`src/rtl/fp_mul_arb_pkg.sv`:
```
// Shared types and helpers for the round-robin shared fp32 multiplier front end.
package fp_mul_arb_pkg;

  localparam int FP_W     = 32;
  localparam int MAX_REQ  = 16;
  localparam int MAX_ID_W = 4;

  typedef logic [FP_W-1:0] fp32_t;

  function automatic logic [MAX_REQ-1:0] onehot(input logic [MAX_ID_W-1:0] idx);
    onehot = {{(MAX_REQ-1){1'b0}}, 1'b1} << idx;
  endfunction

endpackage

```
`src/rtl/fp_mul_arb_if.sv`:
```
// Requester-side request/response channels of the shared multiplier.
interface fp_mul_arb_if #(parameter int N_REQ = 4);
  import fp_mul_arb_pkg::*;

  logic  [N_REQ-1:0] req_valid;
  logic  [N_REQ-1:0] req_ready;
  fp32_t [N_REQ-1:0] req_a;
  fp32_t [N_REQ-1:0] req_b;
  logic  [N_REQ-1:0] rsp_valid;
  logic  [N_REQ-1:0] rsp_ready;
  fp32_t             rsp_y;

  modport master (output req_valid, req_a, req_b, rsp_ready,
                  input  req_ready, rsp_valid, rsp_y);
  modport slave  (input  req_valid, req_a, req_b, rsp_ready,
                  output req_ready, rsp_valid, rsp_y);
endinterface

```
`src/rtl/fp_mul.sv`:
```
// Combinational IEEE-754 single multiplier, round-to-nearest-even, subnormals flushed to zero.
module fp_mul
  import fp_mul_arb_pkg::*;
(
  input  fp32_t a,
  input  fp32_t b,
  output fp32_t y
);

  logic              sgn_s, g_s, st_s, a_nan_s, b_nan_s, a_inf_s, b_inf_s, a_zero_s, b_zero_s;
  logic [23:0]       ma_s, mb_s, rnd_s;
  logic [47:0]       prod_s;
  logic [22:0]       frac_s;
  logic signed [9:0] exp_s;

  // Mantissa product, normalise by one bit, round, then classify specials.
  always_comb begin
    sgn_s    = a[31] ^ b[31];
    a_zero_s = (a[30:23] == 8'd0);
    b_zero_s = (b[30:23] == 8'd0);
    a_inf_s  = (a[30:23] == 8'hFF) && (a[22:0] == 23'd0);
    b_inf_s  = (b[30:23] == 8'hFF) && (b[22:0] == 23'd0);
    a_nan_s  = (a[30:23] == 8'hFF) && (a[22:0] != 23'd0);
    b_nan_s  = (b[30:23] == 8'hFF) && (b[22:0] != 23'd0);
    ma_s     = {1'b1, a[22:0]};
    mb_s     = {1'b1, b[22:0]};
    prod_s   = ma_s * mb_s;
    exp_s    = $signed({2'b00, a[30:23]}) + $signed({2'b00, b[30:23]}) - 10'sd127;
    if (prod_s[47]) begin
      frac_s = prod_s[46:24];
      g_s    = prod_s[23];
      st_s   = |prod_s[22:0];
      exp_s  = exp_s + 10'sd1;
    end else begin
      frac_s = prod_s[45:23];
      g_s    = prod_s[22];
      st_s   = |prod_s[21:0];
    end
    rnd_s = {1'b0, frac_s} + {23'd0, g_s & (st_s | frac_s[0])};
    if (rnd_s[23]) begin
      exp_s = exp_s + 10'sd1;
    end else begin
      exp_s = exp_s;
    end
    if (a_nan_s || b_nan_s || (a_inf_s && b_zero_s) || (b_inf_s && a_zero_s)) begin
      y = {1'b0, 8'hFF, 23'h400000};
    end else if (a_inf_s || b_inf_s) begin
      y = {sgn_s, 8'hFF, 23'd0};
    end else if (a_zero_s || b_zero_s || (exp_s <= 10'sd0)) begin
      y = {sgn_s, 31'd0};
    end else if (exp_s >= 10'sd255) begin
      y = {sgn_s, 8'hFF, 23'd0};
    end else begin
      y = {sgn_s, exp_s[7:0], rnd_s[22:0]};
    end
  end

endmodule

```
`src/rtl/fp_mul_arb_rr_arb.sv`:
```
// Combinational round-robin picker: first set request at or after ptr, wrapping.
module rr_arb #(
  parameter int N   = 4,
  parameter int IDW = 2
) (
  input  logic [N-1:0]   req,
  input  logic [IDW-1:0] ptr,
  input  logic           en,
  output logic [N-1:0]   gnt,
  output logic [IDW-1:0] gnt_idx,
  output logic           any
);

  int             sum_s;
  logic [IDW-1:0] cand_s;
  logic           hit_s;

  // Scan N positions starting at ptr; the first request found wins.
  always_comb begin
    gnt     = '0;
    gnt_idx = '0;
    any     = 1'b0;
    sum_s   = 0;
    cand_s  = '0;
    hit_s   = 1'b0;
    if (en) begin
      for (int i = 0; i < N; i++) begin
        sum_s        = int'(ptr) + i;
        cand_s       = (sum_s >= N) ? IDW'(sum_s - N) : IDW'(sum_s);
        hit_s        = !any && req[cand_s];
        gnt[cand_s]  = gnt[cand_s] | hit_s;
        gnt_idx      = hit_s ? cand_s : gnt_idx;
        any          = any | hit_s;
      end
    end else begin
      gnt     = '0;
      gnt_idx = '0;
      any     = 1'b0;
    end
  end

endmodule

```
`src/rtl/fp_mul_arb.sv`:
```
// Round-robin sharing of one fp_mul among N_REQ requesters through an operand and a result register.
module fp_mul_arb
  import fp_mul_arb_pkg::*;
#(
  parameter int N_REQ = 4,
  parameter int CNT_W = 16
) (
  input  logic             clk,
  input  logic             rst_n,
  fp_mul_arb_if.slave      bus,
  output logic             busy,
  output logic [CNT_W-1:0] op_count
);

  localparam int ID_W = (N_REQ > 1) ? $clog2(N_REQ) : 1;

  logic             s1_vld_q, s1_vld_d;
  fp32_t            s1_a_q, s1_a_d, s1_b_q, s1_b_d;
  logic [ID_W-1:0]  s1_id_q, s1_id_d;
  logic [N_REQ-1:0] rsp_valid_q, rsp_valid_d;
  fp32_t            s2_y_q, s2_y_d;
  logic [ID_W-1:0]  s2_id_q, s2_id_d;
  logic [ID_W-1:0]  rr_ptr_q, rr_ptr_d;
  logic [CNT_W-1:0] op_count_q, op_count_d;
  logic             busy_q, busy_d;

  logic               s2_vld_s, rsp_hs_s, s2_adv_s, s1_adv_s, arb_en_s, gnt_any_s;
  logic [N_REQ-1:0]   gnt_s;
  logic [ID_W-1:0]    gnt_idx_s;
  logic [MAX_REQ-1:0] oh_s;
  fp32_t              mul_y_s;

  assign s2_vld_s = |rsp_valid_q;
  assign rsp_hs_s = s2_vld_s & bus.rsp_ready[s2_id_q];
  assign s2_adv_s = !s2_vld_s | rsp_hs_s;
  assign s1_adv_s = !s1_vld_q | s2_adv_s;
  // No grant may escape while reset is asserted.
  assign arb_en_s = s1_adv_s & rst_n;

  rr_arb #(.N(N_REQ), .IDW(ID_W)) u_rr_arb (
    .req     (bus.req_valid),
    .ptr     (rr_ptr_q),
    .en      (arb_en_s),
    .gnt     (gnt_s),
    .gnt_idx (gnt_idx_s),
    .any     (gnt_any_s)
  );

  fp_mul u_fp_mul (.a(s1_a_q), .b(s1_b_q), .y(mul_y_s));

  assign bus.req_ready = gnt_s;
  assign bus.rsp_valid = rsp_valid_q;
  assign bus.rsp_y     = s2_y_q;
  assign busy          = busy_q;
  assign op_count      = op_count_q;

  // Next-state for both pipeline stages, the round-robin pointer and the counter.
  always_comb begin
    s1_vld_d    = s1_vld_q;
    s1_a_d      = s1_a_q;
    s1_b_d      = s1_b_q;
    s1_id_d     = s1_id_q;
    rsp_valid_d = rsp_valid_q;
    s2_y_d      = s2_y_q;
    s2_id_d     = s2_id_q;
    rr_ptr_d    = rr_ptr_q;
    oh_s        = onehot(MAX_ID_W'(s1_id_q));
    if (s2_adv_s) begin
      rsp_valid_d = s1_vld_q ? oh_s[N_REQ-1:0] : {N_REQ{1'b0}};
      s2_y_d      = mul_y_s;
      s2_id_d     = s1_id_q;
    end else begin
      rsp_valid_d = rsp_valid_q;
    end
    if (s1_adv_s && gnt_any_s) begin
      s1_vld_d = 1'b1;
      s1_a_d   = bus.req_a[gnt_idx_s];
      s1_b_d   = bus.req_b[gnt_idx_s];
      s1_id_d  = gnt_idx_s;
      rr_ptr_d = (gnt_idx_s == ID_W'(N_REQ - 1)) ? {ID_W{1'b0}} : gnt_idx_s + ID_W'(1);
    end else if (s1_adv_s) begin
      s1_vld_d = 1'b0;
    end else begin
      s1_vld_d = s1_vld_q;
    end
    op_count_d = op_count_q + {{(CNT_W-1){1'b0}}, rsp_hs_s};
    busy_d     = s1_vld_d | (|rsp_valid_d);
  end

  // State registers; reset discards anything in flight.
  always_ff @(posedge clk or negedge rst_n) begin
    if (!rst_n) begin
      s1_vld_q    <= 1'b0;
      s1_a_q      <= '0;
      s1_b_q      <= '0;
      s1_id_q     <= '0;
      rsp_valid_q <= '0;
      s2_y_q      <= '0;
      s2_id_q     <= '0;
      rr_ptr_q    <= '0;
      op_count_q  <= '0;
      busy_q      <= 1'b0;
    end else begin
      s1_vld_q    <= s1_vld_d;
      s1_a_q      <= s1_a_d;
      s1_b_q      <= s1_b_d;
      s1_id_q     <= s1_id_d;
      rsp_valid_q <= rsp_valid_d;
      s2_y_q      <= s2_y_d;
      s2_id_q     <= s2_id_d;
      rr_ptr_q    <= rr_ptr_d;
      op_count_q  <= op_count_d;
      busy_q      <= busy_d;
    end
  end

endmodule
```
`src/flat_wrapper.sv`:
```
// flat-port wrapper written by rule: the top's interface ports become plain ports
module fp_mul_arb_flat import fp_mul_arb_pkg::*;
#(
  parameter int N_REQ = 4,
  parameter int CNT_W = 16
)
  (clk, rst_n, busy, op_count, bus_req_valid, bus_req_a, bus_req_b, bus_rsp_ready, bus_req_ready, bus_rsp_valid, bus_rsp_y);
  fp_mul_arb_if #(.N_REQ(N_REQ)) bus_i ();
  input  logic clk;
  input  logic rst_n;
  output logic busy;
  output logic [CNT_W-1:0] op_count;
  input wire logic [$bits(bus_i.req_valid)-1:0] bus_req_valid;
  input wire logic [$bits(bus_i.req_a)-1:0] bus_req_a;
  input wire logic [$bits(bus_i.req_b)-1:0] bus_req_b;
  input wire logic [$bits(bus_i.rsp_ready)-1:0] bus_rsp_ready;
  output wire logic [$bits(bus_i.req_ready)-1:0] bus_req_ready;
  output wire logic [$bits(bus_i.rsp_valid)-1:0] bus_rsp_valid;
  output wire logic [$bits(bus_i.rsp_y)-1:0] bus_rsp_y;
  assign bus_i.req_valid = bus_req_valid;
  assign bus_i.req_a = bus_req_a;
  assign bus_i.req_b = bus_req_b;
  assign bus_i.rsp_ready = bus_rsp_ready;
  assign bus_req_ready = bus_i.req_ready;
  assign bus_rsp_valid = bus_i.rsp_valid;
  assign bus_rsp_y = bus_i.rsp_y;
  fp_mul_arb #(.N_REQ(N_REQ), .CNT_W(CNT_W)) u_core (.clk(clk), .rst_n(rst_n), .bus(bus_i), .busy(busy), .op_count(op_count));
endmodule
```
`config.mk`:
```
export PLATFORM = sky130hd
export DESIGN_NAME = fp_mul_arb_flat
export DESIGN_NICKNAME = d
export VERILOG_FILES = /design/src/rtl/fp_mul_arb_pkg.sv /design/src/rtl/fp_mul_arb_if.sv /design/src/rtl/fp_mul.sv /design/src/rtl/fp_mul_arb_rr_arb.sv /design/src/rtl/fp_mul_arb.sv /design/src/flat_wrapper.sv
export SDC_FILE = /design/constraint.sdc
export NUM_CORES = 2
export LEC_CHECK = 0
export CORE_MARGIN = 5
export CORE_UTILIZATION = 55
export DETAILED_ROUTE_END_ITERATION = 8
export GPL_TIMING_DRIVEN = 0
export HOLD_SLACK_MARGIN = 0.1
export PLACE_DENSITY = 0.75
export SLEW_MARGIN = 20
export SYNTH_ARGS = -nofsm -noshare
export SYNTH_HDL_FRONTEND = slang
export SYNTH_SLANG_ARGS = --single-unit
```
`constraint.sdc`:
```
create_clock -name clk -period 27.7 [get_ports clk]
set_input_delay 2.77 -clock clk [delete_from_list [all_inputs] [get_ports clk]]
set_output_delay 2.77 -clock clk [all_outputs]
set_load 0.02 [all_outputs]
```
* Word level (Yosys, flattened, before mapping)
Cells that the tools add are included.
Word-level totals: bits in registers 124, input bits 266, output and inout bits 57, word-level logic and storage cells 154
Cells by class: add/sub/neg operators 14, multipliers 1, order comparisons 16, equality and inequality tests 3, shift operators 1, muxes and demuxes 58, bitwise operators 16, reductions and logical operators 35
Operators with widths (number):
- binary-select mux 32 bit (select 2 bit) | 2
- two-way mux 32 bit | 3
- two-way mux 31 bit | 3
- multiplier 24 x 24 -> 48 bit | 1
- zero test 23 bit | 2
- nonzero test 23 bit | 2
- adder 23 x 1 -> 24 bit | 1
- two-way mux 23 bit | 1
- OR reduction 23 bit | 1
- OR reduction 22 bit | 1
- adder 10 x 2 -> 10 bit (second input constant) | 2
- two-way mux 10 bit | 2
- two-way mux 2 bit | 10
- binary-select mux 1 bit (select 2 bit) | 9
- less-than comparator 2 x 3 -> 1 bit (second input constant) | 6
- two-way mux 1 bit | 18
- adder 16 x 1 -> 16 bit | 1
- == test 8 bit (second input constant) | 2
- zero test 8 bit | 2
- logical AND 1 bit | 14
- bitwise mux 4 bit | 3
- two-way mux 4 bit | 3
- OR 1 bit | 11
- >= comparator 10 x 9 -> 1 bit (second input constant) | 1
- other kinds (19) | 43

* Depth between registers and ports, before layout
depth in word-level cells 20, mapped depth 44

* Hierarchy
Synthesis repeated with hierarchy kept, for this count alone.
Unflattened totals: cell total of the unflattened synthesis 3175, area, all modules 29552.1 um^2
By module, submodules not included:
- fp_mul | instances 1, cells each 2723, area an instance 22515.3 um^2, seq. area each 0.0 um^2
- fp_mul_arb | instances 1, cells each 374, area an instance 6371.1 um^2, seq. area each 3103.0 um^2
- rr_arb | instances 1, cells each 78, area an instance 665.6 um^2, seq. area each 0.0 um^2

* Worst setup path before layout
Ideal clock, no wire load.
path type register -> register, start point register u_core.s1_b_q[3], end point register u_core.s2_y_q[10], in the netlist u_core.bus.rsp_y[10], setup time 0.066 ns, data arrival time 9.520 ns, setup slack 18.114 ns, cell stages (with the launch flop) 43, path buffers 6, path through dfrtp_1 > clkbuf_1 > clkbuf_1 > nand2_1 > fa_1 > inv_1 > fa_1 > inv_1 > fa_1 > inv_1 > fa_1 > inv_1 > fa_1 > inv_1 > fa_1 > inv_1 > fa_1 > inv_1 > (+7 left out) > nor3_2 > nor2_1 > buf_1 > mux2_2 > ha_1 > buf_2 > nand3_1 > nand2b_1 > a21oi_1 > a21oi_1 > nor4b_1 > and3b_1 > nand3b_4 > xnor2_1 > nor3_2 > and4_4 > buf_6 > a22o_1
Between the ends: longest elaborated chain between the ends 12, elaborated cells on any way between the ends 28
Ends and longest elaborated chain:
- from (decl) | RTL line fp_mul_arb.sv:18 | fp32_t s1_a_q, s1_a_d, s1_b_q, s1_b_d;
- from (signal assigned) | RTL line fp_mul_arb.sv:95 | s1_b_q <= '0;
- from (signal assigned) | RTL line fp_mul_arb.sv:106 | s1_b_q <= s1_b_d;
- multiplier 24 x 24 -> 48 bit | RTL line fp_mul.sv:27 | prod_s = ma_s * mb_s;
- OR reduction 23 bit or OR reduction 22 bit (tied branches) | RTL line fp_mul.sv:32, fp_mul.sv:37
- two-way mux 1 bit | RTL line fp_mul.sv:29 | if (prod_s[47]) begin
- OR 1 bit | RTL line fp_mul.sv:39 | rnd_s = {1'b0, frac_s} + {23'd0, g_s & (st_s | frac_s[0])};
- bitwise AND 1 bit | RTL line fp_mul.sv:39
- adder 23 x 1 -> 24 bit | RTL line fp_mul.sv:39
- two-way mux 10 bit | RTL line fp_mul.sv:40 | if (rnd_s[23]) begin
- >= comparator 10 x 9 -> 1 bit or <= comparator 10 x 1 -> 1 bit (tied branches) | RTL line fp_mul.sv:51, fp_mul.sv:49
- two-way mux 31 bit or logical OR 1 bit (tied branches) | RTL line fp_mul.sv:51, fp_mul.sv:49
- two-way mux 31 bit | RTL line fp_mul.sv:49 | end else if (a_zero_s || b_zero_s || (exp_s <= 10'sd0)) begin
- two-way mux 31 bit | RTL line fp_mul.sv:47 | end else if (a_inf_s || b_inf_s) begin
- two-way mux 32 bit (*) | RTL line fp_mul.sv:45 | if (a_nan_s || b_nan_s || (a_inf_s && b_zero_s) || (b_inf_s && a_zero_s)) begin
- to (signal assigned) | RTL line fp_mul_arb.sv:109 | s2_y_q <= s2_y_d;
- to (decl) | RTL line fp_mul_arb.sv:21 | fp32_t s2_y_q, s2_y_d;
Mark *: on every way between the ends. The rest lies on a longest branch, timed or not. A chain may end at the register's enable or synchronous reset.

* Worst setup path after layout
start point register u_core.s1_b_q[5], end point register u_core.s2_y_q[22], in the netlist u_core.bus.rsp_y[22]
Same word-level chain as after synthesis.

==> impl_results.md <==
* Crit Path Category: flip-flop to flip-flop
* Setup Viol. Count Final at 0
* Number of synthesized flops with an enable pin at 0
* Initial antenna violation count at 1
* Commonest non-fill, non-tap cell in the layout: inv_1
* Largest cells by area after synthesis: fa_1, dfrtp_1, ha_1, inv_1, nand2_1
* CTS Hold Bufs at 0
* Net Count, Synth at 4588
* Design area at 33900 um2
* CTS tree: built
* DR WL/cell at 22.5 um
* Total gr overflow at 0
* Number of global-route vias before repair at 28200
* Worst Path Required at 28.02 ns
* Worst setup EP type: flip-flop
* Post-CTS setup buffer count at 0
* First-iteration detailed-routing DRC count at 2410
* Synth async-reset ratio at 1.00
* Synth Area per Inst at 8.01 um2
* Post-synth top area share at 0.332
* Proportion of synthesized area in mux cells at 0.00875
* Flops & latches, synth at 124
* Tcrit/Tclk final at 0.455
* Die area at 57700 um2
* CTS Buf Count at 17
* Most used cell, CP: fa_1
* Fin crit period at 12.60 ns
* Clock Skews at 0.0172 ns
* Largest family of logic cells by synthesized area: adder cells
* Synth Area in Simple Gates at 0.229
* Largest net degree at the start of global routing at 77
* Area delta synth->final at 16.4%
* Post-synth cell types at 96
* Starting Density at 0.555
* Worst-margin pin slew at 1.08 ns
* H-tree levels at 4
* PortBufs at 322
* Mapped cell area at 29200 um2
* Commonest cells after routing, fill and taps aside: inv_1, nand2_1, fa_1, nor2_1, clkdlybuf4s50_1
* Max Freq at 0.0794 GHz
* Synth area leader: fa_1
* Worst slew margin at 0.271
* Max stage delay on crit path at 0.71 ns
* Post_cts resized at 0
* Layout Utilization at 0.646
* CP arrival at 12.92 ns
* Antenna-violating nets left at 0
* Setup TNS at 0 ns
* Vias per inst at 5.81
* Adder-Cell Fraction of Synth Area at 0.417
* CTS root buffer: clkbuf_16
* Fin. Hold Viols at 0
* Worst-path clk slew at 0.07 ns
* MaxCap Viol Count at 0
* Drt pass-1 iters at 6
* Worst setup SP type: flip-flop
* Ports at 323
* Row cnt at 84
* Post-DP Area at 33300 um2
* Core area at 52600 um2
* CTS sink cnt at 124
* Hold Path Class: flip-flop to flip-flop
* Worst-Skew Late Latency at 0.45 ns
* Detail Placement HPWL at 87900 um
* Total Routing Usage GR at 0.370
* Worst-path fanout max at 10
* Xor/xnor share of the synthesized area at 0.0291
* RePlAce Congestion at 1.05
* Mapped Cells at 3642
* Sequential area share after synthesis at 0.106
* Slew Limit Fails at 0
* Hold WS at 0.477 ns
* Die height at 240 um
* Max stage delay cell, worst path: clkbuf_1
* Drc violations at 0
* Top_reg_cell synth: dfrtp_1
* Status: finished, final reports clean
* RSZ-0062 raised after global routing: no
* FILL cells at 4658
* Drt total wl at 106000 um
* Vias at 27200
* Synthesis Warnings at 0
* Die Width at 240 um
* Compound-Gate Fraction of Synth Area at 0.102
* Nets at 4930
* Clk buf depth at 2
* Share of layout cells above drive strength 1 at 0.0275
* First-pass GRT wire length at 161000 um
-- cell type report --
type,count,area (um2),area share
flip-flops and latches,124,3100,0.0914
plain buffers,203,843,0.0249
multi-input cells,2696,22900,0.674
clock buffers,19,443,0.0131
clock inverters,13,214,0.00631
diodes,3,7.51,0.000221
inverters,619,2320,0.0685
repair buffers,323,3250,0.0958
well taps,688,861,0.0254
-- path summary, 6_finish.rpt --
check | to | cells after the start | slack, ns | from
hold reg to reg | u_core.op_count[15] | 1 | 0.48 | u_core.op_count[15]
setup reg to reg | u_core.bus.rsp_y[22] | 38 | 15.10 | u_core.s1_b_q[5]
setup / recovery | u_core.bus.rsp_y[22] | 38 | 15.10 | u_core.s1_b_q[5]
max in group asynchronous | u_core.s1_a_q[8] | 2 | 24.64 | rst_n
hold / removal | u_core.op_count[15] | 1 | 0.48 | u_core.op_count[15]
min in group asynchronous | u_core.bus.rsp_y[1] | 1 | 2.24 | rst_n
-- logic make-up after synthesis --
logic type / after synthesis
simple gates: 1423
buf+inv: 822
fa+ha+maj: 681
compound gates: 474
flops: 124
xor+xnor: 97
mux: 21
-- synth_stat cells, types with 34 or more instances --
| cell | number |
|---|---|
| a21oi_1 | 94 |
| and2_1 | 246 |
| clkbuf_1 | 156 |
| dfrtp_1 | 124 |
| fa_1 | 483 |
| ha_1 | 197 |
| inv_1 | 615 |
| nand2_1 | 565 |
| nand3_1 | 107 |
| nand4_1 | 37 |
| nor2_1 | 330 |
| o21ai_0 | 196 |
| xnor2_1 | 63 |
| xor2_1 | 34 |
-- layer usage --
layer	vias to the layer above	track usage	part of all wire
met5	-	0	0.00012
met4	2	0.249	0.089
met3	379	0.103	0.10
met2	1520	0.592	0.45
met1	13300	0.436	0.36
li1	12100	-	-
-- worst max-delay path, delay by kind of cell (launching register included) --
| kind | cells | cell delay (ns) |
|---|---|---|
| AO/OA/AOI/OAI | 9 | 2.43 |
| flip-flops | 1 | 0.44 |
| adder cells (fa/ha/maj) | 9 | 4.26 |
| buffers and inverters | 11 | 2.99 |
| AND/OR/NAND/NOR | 9 | 2.32 |
-- flip-flops by register name, indices dropped and copies added, names as in the netlist --
name                  flops
u_core.bus.rsp_y         32
u_core.s1_a_q            32
u_core.s1_b_q            32
u_core.op_count          16
u_core.bus.rsp_valid      4
u_core.rr_ptr_q           2
u_core.s1_id_q            2
u_core.s2_id_q            2
u_core.busy               1
u_core.s1_vld_q           1
-- metrics by stage --
stage | instances | setup WS [ns]
final | 4688 | 15.10
after global routing | 4685 | 14.63
after CTS | 4685 | 15.58
after detailed placement | 4653 | 15.62
after global placement | 4652 | 15.03
after floorplan | 3642 | 18.11
Power is left out: the tool's default activity adds up to more than one toggle a clock period on the data nets, which glitch-free logic cannot reach.
==> edit, RTL diff (config.mk and constraints unchanged) <==
Register the output `op_count` once more, without a reset; this adds one clock of latency there. The other outputs are not delayed to match.
--- a/src/rtl/fp_mul_arb.sv
+++ b/src/rtl/fp_mul_arb.sv
@@ -52,7 +52,9 @@
   assign bus.rsp_valid = rsp_valid_q;
   assign bus.rsp_y     = s2_y_q;
   assign busy          = busy_q;
-  assign op_count      = op_count_q;
+  always_ff @(posedge clk) begin
+    op_count <= op_count_q;
+  end
 
   // Next-state for both pipeline stages, the round-robin pointer and the counter.
   always_comb begin
Function: changed (Yosys sat finds a counterexample within 4 cycles, from zero or initial values and one cycle with rst_n low).
==> edit against the unedited design <==
Global-route usage fell by 0.88 points. Sequential cell count up 16. Setup slack better by 0.61 ns. Design area grew 0.83%. Critical path depth stayed put. First-iteration DRC count is 22% higher. Wire length increased by 0.25%. Synthesized cell count increased by 0.41%. Area after synthesis up 1.2%. Non-clock buffer count decreased by 2. Highest routed layer is now met4.
Power is left out: the tool's default activity adds up to more than one toggle a clock period on the data nets, which glitch-free logic cannot reach.
==> edit: results (changes against the unedited design) <==
status: "finished clean"
drive_gt1_share_pct: 3.49  # +0.74 points
max_stage_delay_ns: 0.87  # +0.16 ns
cts_made_buffers: 17  # unchanged
final_cell_area_um2: 34200  # +0.83%
final_nets: 4945  # +0.30%
yosys-top-cells-area: "fa_1, dfrtp_1, nand2_1, ha_1, inv_1"
cts-htree-levels: 4  # unchanged
async_flop_share_pct: 88.6  # -11 points
arrival_ns: 12.28  # -0.64 ns
post_cts_buffers: 0  # unchanged
wl_per_cell_um: 22.5  # -0.21%
holdCritPathClass: "register to register"
viasPerCell: 5.85  # +0.75%
synth-xor-area-share_pct: 3.06  # +0.14 points
clockRootBuffer: "clkbuf_16"
seq_area_frac_synth_pct: 11.6  # +0.96 points
slew_headroom_pct: 30.7  # +3.6 points
ys_warn_count: 0  # unchanged
clk_path_buf_depth: 2  # unchanged
vias: 27600  # +1.2%
slowest_stage: "dfrtp_1"
ys.flop_type: "dfrtp_1"
dp_hpwl_mm: 87.5  # -0.41%
muxShareOfSynthArea_pct: 0.971  # +0.095 points
fin_skew_ns: 0.0132  # -0.00401 ns
cts_resized: 0  # unchanged
synth_nets: 4603  # +0.33%
grt_pass1_wl_mm: 163  # +0.99%
syn_inst: 3657  # +0.41%
cp_max_fo: 10  # unchanged
port_buffers: 322  # unchanged
synth-adder-area-share_pct: 41.1  # -0.54 points
synth.distinct_cells: 86  # -10%
place_inst: 4676  # +0.49%
synth-compound-area-share_pct: 10.2  # +0.033 points
fillers: 4719  # +1.3%
drt_iter0_markers: 2944  # +22%
first_pass_iters: 7  # +1
clk_pin_slew_ns: 0.07  # about the same
gp_congestion: 1.04  # -0.71%
crit_top_cell: "fa_1"
synth_common_cells: "nand2_1, inv_1, fa_1, and2_1, ha_1"
antenna_found_initial: 0  # -1
clock_latency_ns: 0.45  # about the same
grt_max_degree: 97  # +26%
track_usage_pct: 36.1  # -0.88 points
place_ws_ns: 15.84  # +0.220 ns
==> edit: critical path: cells and delay by family, from the launching register on <==
kind | cells | cell delay (ns)
compound gates | 8 | 2.10
xor+xnor | 1 | 0.19
fa+ha+maj | 9 | 4.11
buf+inv | 11 | 2.38
flops | 1 | 0.87
simple gates | 9 | 2.13
==> edit: cell type report <==
cell class | count | share of cell area, %
multi-input cells | 2707 | 67.2
flip-flops and latches | 140 | 10.0
repair buffers | 323 | 9.52
inverters | 609 | 6.68
well taps | 696 | 2.55
plain buffers | 201 | 2.42
clock buffers | 18 | 1.25
clock inverters | 14 | 0.384
diodes | 2 | 0.0146
==> edit: kinds of logic after synthesis <==
| group | count (synthesis) |
|---|---|
| AOI/OAI and AO/OA | 455 |
| xor gates and xnor gates | 103 |
| adders and majority gates | 680 |
| buffers and inverters | 810 |
| DFF | 140 |
| muxes | 17 |
| and+or+nand+nor | 1452 |
==> edit: routing by layer <==
layer	vias to the layer above	wire length (µm)	GRT usage (%)	part of all wire, %
met2	1597	48400	58.4	46
met1	13500	37800	43.9	36
li1	12100	-	-	-
met3	379	11900	9.87	11
met4	0	7830	20.6	7.4
met5	-	0	0	0
==> edit: final timing paths <==
kind / startpoint / cells after the start / end / slack (ns)
max: u_core.s1_b_q[0] / 38 / u_core.bus.rsp_y[18] / 15.71
min: u_core.op_count_q[15] / 0 / u_core.op_count[15] / 0.40
max reg2reg: u_core.s1_b_q[0] / 38 / u_core.bus.rsp_y[18] / 15.71
min in group asynchronous: rst_n / 1 / u_core.bus.rsp_y[10] / 2.17
min reg2reg: u_core.op_count_q[15] / 0 / u_core.op_count[15] / 0.40
max in group asynchronous: rst_n / 2 / u_core.s1_a_q[12] / 24.75
